==> src/rtl/alu_req_arbiter_pkg.sv <==
// -----------------------------------------------------------------------------
// alu_req_arbiter_pkg
// Shared constants and types for the ALU request arbiter:
//   - ALU opcode encodings (4 bits wide)
//   - requester index assignments on the shared ALU operand bus
//   - lock state encoding for the arbiter FSM
//   - one-hot helper used to form the per-requester ready strobe
// -----------------------------------------------------------------------------
package alu_req_arbiter_pkg;

    localparam int ALU_OP_W = 4;
    localparam int REQ_ID_W = 2;

    // ALU opcodes
    localparam logic [ALU_OP_W-1:0] OP_ADD  = 4'h0;
    localparam logic [ALU_OP_W-1:0] OP_SUB  = 4'h1;
    localparam logic [ALU_OP_W-1:0] OP_AND  = 4'h2;
    localparam logic [ALU_OP_W-1:0] OP_OR   = 4'h3;
    localparam logic [ALU_OP_W-1:0] OP_XOR  = 4'h4;
    localparam logic [ALU_OP_W-1:0] OP_SLT  = 4'h5;
    localparam logic [ALU_OP_W-1:0] OP_SLTU = 4'h6;
    localparam logic [ALU_OP_W-1:0] OP_CMP  = 4'h7;

    // Requester indices on the operand bus
    localparam logic [REQ_ID_W-1:0] REQ_INT = 2'd0;
    localparam logic [REQ_ID_W-1:0] REQ_AGU = 2'd1;
    localparam logic [REQ_ID_W-1:0] REQ_BR  = 2'd2;
    localparam logic [REQ_ID_W-1:0] REQ_DBG = 2'd3;

    typedef enum logic {
        UNLOCKED = 1'b0,
        LOCKED   = 1'b1
    } lock_state_e;

    // One-hot decode of a requester index.
    function automatic logic [3:0] onehot4(input logic [REQ_ID_W-1:0] idx);
        return 4'b0001 << idx;
    endfunction

endpackage

==> src/rtl/alu_req_arbiter_rr_pick4.sv <==
// -----------------------------------------------------------------------------
// rr_pick4
// Combinational 4-way round-robin picker. Returns the first asserted valid bit
// searching upward from ptr (modulo 4).
// Ports:
//   valid  [3:0] in  : request valid bits
//   ptr    [1:0] in  : highest-priority index this cycle
//   winner [1:0] out : index of the selected requester (0 when none valid)
//   any          out : at least one valid bit is set
// -----------------------------------------------------------------------------
module rr_pick4 (
    input  logic [3:0] valid,
    input  logic [1:0] ptr,
    output logic [1:0] winner,
    output logic       any
);

    logic [1:0] idx;

    // NOTE: every output of a combinational block gets a default on entry;
    // a path that leaves one unassigned would infer a latch.
    always_comb begin
        winner = 2'd0;
        idx    = ptr;
        any    = |valid;
        // Walk from the farthest offset back to ptr so the nearest valid
        // requester is the one written last.
        for (int i = 3; i >= 0; i--) begin
            idx = ptr + 2'(i);
            if (valid[idx]) begin
                winner = idx;
            end
        end
    end

endmodule

==> src/rtl/alu_req_arbiter.sv <==
// -----------------------------------------------------------------------------
// alu_req_arbiter
// Round-robin arbiter plus one-stage issue register sharing one ALU datapath
// among four requesters (integer pipe, AGU, branch compare, debug port).
// Locked sequences keep the grant on one requester until it transfers with
// req_lock low.
// Ports:
//   clk, rst_n          : clock, asynchronous active-low reset
//   req_valid [N_REQ]   : request valid per requester
//   req_lock  [N_REQ]   : keep the grant after this transfer
//   req_a/req_b         : operands, requester i in slice i (WIDTH bits each)
//   req_op              : opcode, requester i in slice i (OP_W bits each)
//   req_ready [N_REQ]   : accept strobe, one-hot or zero
//   grant_sel [ID_W]    : combinational winner index (operand mux select)
//   out_valid/out_ready : issue register handshake toward the ALU
//   out_a/out_b/out_op  : registered operation
//   out_id              : requester index of the held operation
//   locked              : lock currently active
// -----------------------------------------------------------------------------
module alu_req_arbiter #(
    parameter int WIDTH = 32,
    parameter int N_REQ = 4,
    parameter int ID_W  = 2,
    parameter int OP_W  = 4
) (
    input  logic                   clk,
    input  logic                   rst_n,
    input  logic [N_REQ-1:0]       req_valid,
    input  logic [N_REQ-1:0]       req_lock,
    input  logic [N_REQ*WIDTH-1:0] req_a,
    input  logic [N_REQ*WIDTH-1:0] req_b,
    input  logic [N_REQ*OP_W-1:0]  req_op,
    output logic [N_REQ-1:0]       req_ready,
    output logic [ID_W-1:0]        grant_sel,
    output logic                   out_valid,
    input  logic                   out_ready,
    output logic [WIDTH-1:0]       out_a,
    output logic [WIDTH-1:0]       out_b,
    output logic [OP_W-1:0]        out_op,
    output logic [ID_W-1:0]        out_id,
    output logic                   locked
);

    import alu_req_arbiter_pkg::*;

    lock_state_e      lock_state;
    logic [ID_W-1:0]  lock_owner;
    logic [ID_W-1:0]  rr_ptr;
    logic [ID_W-1:0]  last_sel;

    logic [ID_W-1:0]  pick_idx;
    logic             pick_any;
    logic [ID_W-1:0]  win;
    logic             win_any;
    logic             can_load;
    logic             xfer;

    logic [WIDTH-1:0] sel_a;
    logic [WIDTH-1:0] sel_b;
    logic [OP_W-1:0]  sel_op;

    rr_pick4 u_pick (
        .valid  (req_valid),
        .ptr    (rr_ptr),
        .winner (pick_idx),
        .any    (pick_any)
    );

    // Winner selection: while locked only the owner may be granted, even if
    // it has dropped valid for a few cycles.
    always_comb begin
        win     = pick_idx;
        win_any = pick_any;
        if (lock_state == LOCKED) begin
            win     = lock_owner;
            win_any = req_valid[lock_owner];
        end
    end

    // With no valid candidate the select keeps its last value so the operand
    // bus does not toggle needlessly.
    assign grant_sel = win_any ? win : last_sel;

    assign can_load  = !out_valid || out_ready;
    assign xfer      = can_load && win_any;
    assign req_ready = xfer ? onehot4(win) : '0;
    assign locked    = (lock_state == LOCKED);

    // Shared 4:1 operand-bus mux, steered by grant_sel.
    assign sel_a  = req_a [grant_sel*WIDTH +: WIDTH];
    assign sel_b  = req_b [grant_sel*WIDTH +: WIDTH];
    assign sel_op = req_op[grant_sel*OP_W  +: OP_W];

    // NOTE: state registers use non-blocking assignments so every flop in
    // this block samples pre-edge values regardless of statement order.
    always_ff @(posedge clk or negedge rst_n) begin
        if (!rst_n) begin
            lock_state <= UNLOCKED;
            lock_owner <= '0;
            rr_ptr     <= '0;
            last_sel   <= '0;
            out_valid  <= 1'b0;
            out_a      <= '0;
            out_b      <= '0;
            out_op     <= '0;
            out_id     <= '0;
        end else begin
            last_sel <= grant_sel;
            if (xfer) begin
                out_valid <= 1'b1;
                out_a     <= sel_a;
                out_b     <= sel_b;
                out_op    <= sel_op;
                out_id    <= win;
                // Advance past the winner even when it keeps the lock, so it
                // drops to lowest priority once it releases.
                rr_ptr    <= win + 1'b1;
                unique case (lock_state)
                    UNLOCKED: begin
                        if (req_lock[win]) begin
                            lock_state <= LOCKED;
                            lock_owner <= win;
                        end
                    end
                    LOCKED: begin
                        if (!req_lock[win]) begin
                            lock_state <= UNLOCKED;
                        end
                    end
                    default: lock_state <= UNLOCKED;
                endcase
            end else if (out_ready) begin
                out_valid <= 1'b0;
            end
        end
    end

endmodule

==> config.mk <==
export PLATFORM = sky130hd
export DESIGN_NAME = alu_req_arbiter
export DESIGN_NICKNAME = d
export VERILOG_FILES = /design/src/rtl/alu_req_arbiter_pkg.sv /design/src/rtl/alu_req_arbiter_rr_pick4.sv /design/src/rtl/alu_req_arbiter.sv
export SDC_FILE = /design/constraint.sdc
export NUM_CORES = 1
export LEC_CHECK = 0
export ABC_AREA = 1
export ABC_CLOCK_PERIOD_IN_PS = 2200
export CORE_ASPECT_RATIO = 1.75
export CORE_UTILIZATION = 30
export CTS_CLUSTER_DIAMETER = 200
export DETAILED_ROUTE_END_ITERATION = 12
export DONT_BUFFER_PORTS = 1
export MAX_ROUTING_LAYER = met4
export SYNTH_ARGS = -nofsm -noshare
export SYNTH_HDL_FRONTEND = slang
export SYNTH_HIERARCHICAL = 1
export SYNTH_SLANG_ARGS = --single-unit
==> constraint.sdc <==
create_clock -name clk -period 2.2 [get_ports clk]
set_input_delay 0.44 -clock clk [delete_from_list [all_inputs] [get_ports clk]]
set_output_delay 0.44 -clock clk [all_outputs]
set_load 0.03 [all_outputs]
==> run metrics, run 1 <==
die width 119 um; initial antenna violation count 1; Worst Skew 0.00738 ns; final hold vios 78; failing checks hold timing, setup timing; Inserted Clock Buffers 9; pre-CTS setup slack -0.225 ns; Final GP Congestion 0.953; Crit. End Element output port; Core ar. 23500 um2; max_cap viols 0; Sink Count 78; delay-heaviest family, CP simple AND/OR/NAND/NOR gates; Detailed Place HPWL 18000 um; DR vias 8143; multi-input logic area 4530 um2; Yosys reg bits 78; CP Depth 16; total gr overflow 0; RSZ-0062 raised after global routing yes; slowest cell on the critical path dfrtp_2; clk slew on worst S/H paths 0.06 ns; post-route cell area 10100 um2; Critical Path RT 1.76 ns; relative max-transition margin 0.563; post-synthesis sequential area ratio 0.271; row count 74; Placed Cells 1498; I/O pin cnt 361; syn nets 1519; Worst Hold Margin -0.224 ns; DR pass1 iterations 5; initial DRC count 656; Die ar. 24700 um2; Ys Warns 6; Post-Syn Area 7210 um2; post-place instance area 7690 um2; Avg Inst Size Synth 5.86 um2; final core occ 0.431; Worst path max stage delay 0.47 ns; final non-filler cell total 1575; Port Buffer Count 0; Worst setup SP type register; vias per cell 5.17; CP dominant cell by count nand2_2; commonest non-fill, non-tap cell in the layout nand2_1; CTS tree yes; most frequent cells in the layout 329 x nand2_1, 286 x inv_1, 211 x nand3_1; Final ANT Viol Nets 0; vias in the first global route 7810; status finished with violations; Residual DRC 0; Filler cells 2395; fin worst setup slack -0.489 ns; share of cells above drive strength 1 0.279; Wirelength per Cell 18.8 um; Slew Limit Fails 0; total wire length 29600 um; largest net degree at the start of global routing 79; fmax 372 MHz; Total GRT Usage 0.241; Final period util 1.22; cells on worst reg2reg path 23; first-pass GRT wire length 44300 um; root buffer cell clkbuf_16; nets 1552; measured slew at the worst slew-check pin 0.656 ns; Synth Instances 1232; hold crit path type in2async; clock latency on the worst-skew pair 0.36 ns; Worst Path Arrival 2.25 ns; CTS HTree Levels 3; CTS Buffer Depth 2; crit path max fanout 7; area delta synth->final 40.4%; crit path time final 2.69 ns; FF/Latch Area 1950 um2; Initial Util 0.307; crit path cell chain buf_4 > nand2_1 > nand2_2 > nand2_2 > nand2_2 > nand2_2 > nand2_1 > nand2_1 > nand2_1 > inv_1 > nand2_2 > o21ai_4 > buf_12 > nand3_4 > nand2_8 > buf_12; Netlist cell types 21; # setup viols final 77; CP Class reg2out; Die H 207 um; worst path bufs/invs 4
## synthesized netlist by cell type, drive strengths merged
| cell type | instances | area, um2 |
|---|---|---|
| buf | 72 | 460 |
| clkbuf | 9 | 33.8 |
| dfrtp | 78 | 1950 |
| ha | 4 | 50.1 |
| inv | 299 | 1120 |
| nand2 | 390 | 1470 |
| nand3 | 356 | 2000 |
| nand4 | 1 | 6.26 |
| nor2 | 10 | 37.5 |
| o21a | 1 | 7.51 |
| o21ai | 10 | 61.3 |
| o22ai | 1 | 6.26 |
| or2 | 1 | 6.26 |
## what timing repair did
| action | 4_1_cts | 5_1_grt |
|---|---|---|
| endpoints found under the hold margin | 78 | 78 |
| resized for setup | 250 | 22 |
| endpoints found under the setup margin | 76 | 78 |
| pin swaps | 141 | 29 |
| cloned | 25 | 2 |
| setup buffers | 30 | 6 |
## stage by stage
step	setup TNS, ns	hold slack (ns)
after detailed placement	-10.01	0.147
after floorplan	-0.00145	0.144
after CTS	-25.86	-0.239
after global routing	-45.08	-0.243
after global placement	-8.93	0.147
final	-31.51	-0.224
## final cells by class
type	count	share of cell area
Antenna cell	1	0.000247
Clock buffer	14	0.0280
Clock inverter	2	0.00371
Inverter	299	0.113
Multi-Input combinational cell	774	0.447
Sequential cell	78	0.193
Tap cell	304	0.0376
Timing Repair Buffer	103	0.177
## kinds of logic after synthesis
family                     share of synthesized area
AOI/OAI and AO/OA                             0.0104
DFF                                            0.271
buffers and inverters                          0.224
adders and majority gates                    0.00694
and+or+nand+nor                                0.488
## final timing paths
kind	startpoint	endpoint	slack, ns
max reg2reg	rr_ptr[0]	out_a[24]	-0.48
min reg2reg	lock_owner[1]	lock_owner[1]	0.53
min	rst_n	out_b[20]	-0.22
min in group clk	out_ready	out_valid	0.18
max in group asynchronous	rst_n	out_a[28]	2.27
max	rr_ptr[0]	grant_sel[0]	-0.49
## routing by layer
metal | vias up | wire length, um | GRT usage
met5 | - | 0 | -
met4 | 0 | 1530 | 0.126
met3 | 94 | 2140 | 0.0504
met2 | 461 | 14800 | 0.399
met1 | 3803 | 11100 | 0.268
li1 | 3785 | - | -
## sequential cells by signal, summed over array words and instances, names as in the netlist
signal,count
out_id,2
out_a,32
out_valid,1
out_b,32
locked,1
lock_owner,2
last_sel,2
out_op,4
rr_ptr,2
Power of run 1 is left out: the tool's default activity adds up to more than one toggle a clock period on the data nets, which glitch-free logic cannot reach.
==> run 2: changes to the inputs <==
--- a/config.mk
+++ b/config.mk
@@ -12,7 +12,6 @@
 export CTS_CLUSTER_DIAMETER = 200
 export DETAILED_ROUTE_END_ITERATION = 12
 export DONT_BUFFER_PORTS = 1
-export MAX_ROUTING_LAYER = met4
 export SYNTH_ARGS = -nofsm -noshare
 export SYNTH_HDL_FRONTEND = slang
 export SYNTH_HIERARCHICAL = 1
==> run 2 against run 1 <==
Net effect: the run still ends with hold timing, setup timing left; final cell count decreased by 1.8%; register-to-register slack improved by 0.17 ns; hold slack improved by 0.018 ns; global-route usage decreased by 3.9 points; die area unchanged; non-clock buffer count decreased by 31; clock-buffer cell count decreased by 1; sequential cell count unchanged; via count decreased by 3.3%; core utilization decreased by 5.4 points; clock skew decreased by 0.0015 ns.
==> run metrics, run 2 (synthesis gave the netlist of run 1 again) <==
Final GP Congestion 0.971; power per cell area 2420 nW/um2; final hold vios 78; total wire length 28800 um; Final period util 1.21; Critical Path RT 1.76 ns; Die ar. 24700 um2; Worst Skew 0.00592 ns; slowest cell on the critical path dfrtp_2; crit path max fanout 8; failing checks hold timing, setup timing; Worst VDD drop 0.00105 V; # setup viols final 77; fin worst setup slack -0.460 ns; Filler cells 2599; worst path bufs/invs 4; pre-CTS setup slack -0.226 ns; post-place instance area 7640 um2; Slew Limit Fails 0; Total GRT Usage 0.202; I/O pin cnt 361; RSZ-0062 raised after global routing yes; clk slew on worst S/H paths 0.06 ns; Port Buffer Count 0; vias in the first global route 7156; Worst Path Arrival 2.22 ns; max_cap viols 0; Initial Util 0.307; CP dominant cell by count nand3_2; clock latency on the worst-skew pair 0.35 ns; delay-heaviest family, CP simple AND/OR/NAND/NOR gates; crit path cell chain clkinv_4 > nand2_2 > nand3_2 > nand2_1 > nand3_2 > nand3_2 > nand2_2 > o21ai_2 > buf_6 > ha_2 > inv_1 > nor2_4 > buf_6; Inserted Clock Buffers 9; CTS tree yes; CTS Buffer Depth 2; Worst Hold Margin -0.206 ns; crit path time final 2.66 ns; most frequent cells in the layout 366 x nand2_1, 297 x nand3_1, 287 x inv_1; die width 119 um; area delta synth->final 22.8%; Core ar. 23500 um2; root buffer cell clkbuf_16; Worst path max stage delay 0.46 ns; r2r setup slk -0.31 ns; Worst setup SP type register; initial DRC count 696; leakage 5.38 nW; Final ANT Viol Nets 0; CTS HTree Levels 3; CP Class reg2out; total gr overflow 0; Residual DRC 0; initial antenna violation count 4; share of cells above drive strength 1 0.157; first-pass GRT wire length 39000 um; Wirelength per Cell 18.6 um; measured slew at the worst slew-check pin 0.407 ns; DR pass1 iterations 6; status finished with violations; vias per cell 5.09; commonest non-fill, non-tap cell in the layout nand2_1; fmax 376 MHz; Crit. End Element output port; largest net degree at the start of global routing 79; row count 74; DR vias 7871; TNS Setup -20.35 ns; relative max-transition margin 0.729; Detailed Place HPWL 18000 um; hold crit path type in2async; Top Registers out_a (32), out_b (32), out_op (4); Die H 207 um; nets 1521; Sink Count 78; post-route cell area 8860 um2
[run 2: final timing paths]
path                            depth (start not counted)            end     startpoint
worst max-delay path                                   13   req_ready[1]      rr_ptr[0]
worst max register to register                         22      out_a[30]      rr_ptr[0]
min in group clk                                        1      out_valid      out_ready
worst min register to register                          2  lock_owner[1]  lock_owner[1]
worst min-delay path                                    0      out_b[20]          rst_n
max in group asynchronous                               0    last_sel[1]          rst_n
[run 2: layout make-up]
type,instances,area (um2),area share
multi-input combinational,774,3900,0.440
sequential,78,1950,0.221
inverter,299,1130,0.128
timing repair buffer,72,1130,0.127
tap,304,380,0.0429
clock buffer,13,260,0.0294
clock inverter,3,90.1,0.0102
antenna,4,10.0,0.00113
[run 2: power by group]
part	total, mW	leakage, nW	internal [mW]	switching [mW]
sequential	4.11	0.954	2.18	1.93
combinational	15.5	4.26	6.41	9.09
clock	1.82	0.170	1.17	0.650
total	21.4	5.38	9.77	11.7
[run 2: worst register-to-register path, cell delays in order, from the launching register on]
cell	delay [ns]
dfrtp_2	0.46
clkinv_4	0.14
nand2_4	0.08
nand2_2	0.07
nand2_2	0.06
nand2_2	0.07
nand2_2	0.07
nand2_1	0.05
nand2_1	0.05
nand2_1	0.05
inv_1	0.06
nand2_2	0.08
o21ai_4	0.12
inv_2	0.12
buf_6	0.15
nand3_4	0.11
buf_12	0.16
clkbuf_16	0.16
nand3_1	0.07
nand3_1	0.08
nand2_1	0.06
nand2_1	0.08
nand2_1	0.05
[run 2: per-stage QoR]
stage | hold WS [ns] | total power, mW | utilization | instances
after detailed placement | 0.148 | 15.7 | 0.325 | 1495
after floorplan | 0.144 | 12.6 | - | 1232
after global placement | 0.147 | 15.6 | 0.325 | 1495
after CTS | -0.226 | 18.7 | 0.352 | 1520
final | -0.206 | 21.4 | 0.377 | 1547
after global routing | -0.221 | 23.0 | 0.376 | 1545
[run 2: repair_timing]
item | in CTS | in global routing
resized for setup | 49 | 37
endpoints found under the setup margin | 76 | 78
buffers inserted | 7 | 7
hold endpoints to repair | 78 | 78
cloned | 2 | 17
pin swaps | 21 | 10
[run 2: per-layer routing]
| metal | vias to the layer above | global-route usage | share of wire |
|---|---|---|---|
| met1 | 3650 | 0.226 | 0.37 |
| met3 | 68 | 0.0410 | 0.069 |
| met2 | 430 | 0.357 | 0.52 |
| met5 | - | 0 | 0 |
| met4 | 0 | 0.101 | 0.045 |
| li1 | 3723 | - | - |
Note: power is estimated with default switching activity, not from simulation.
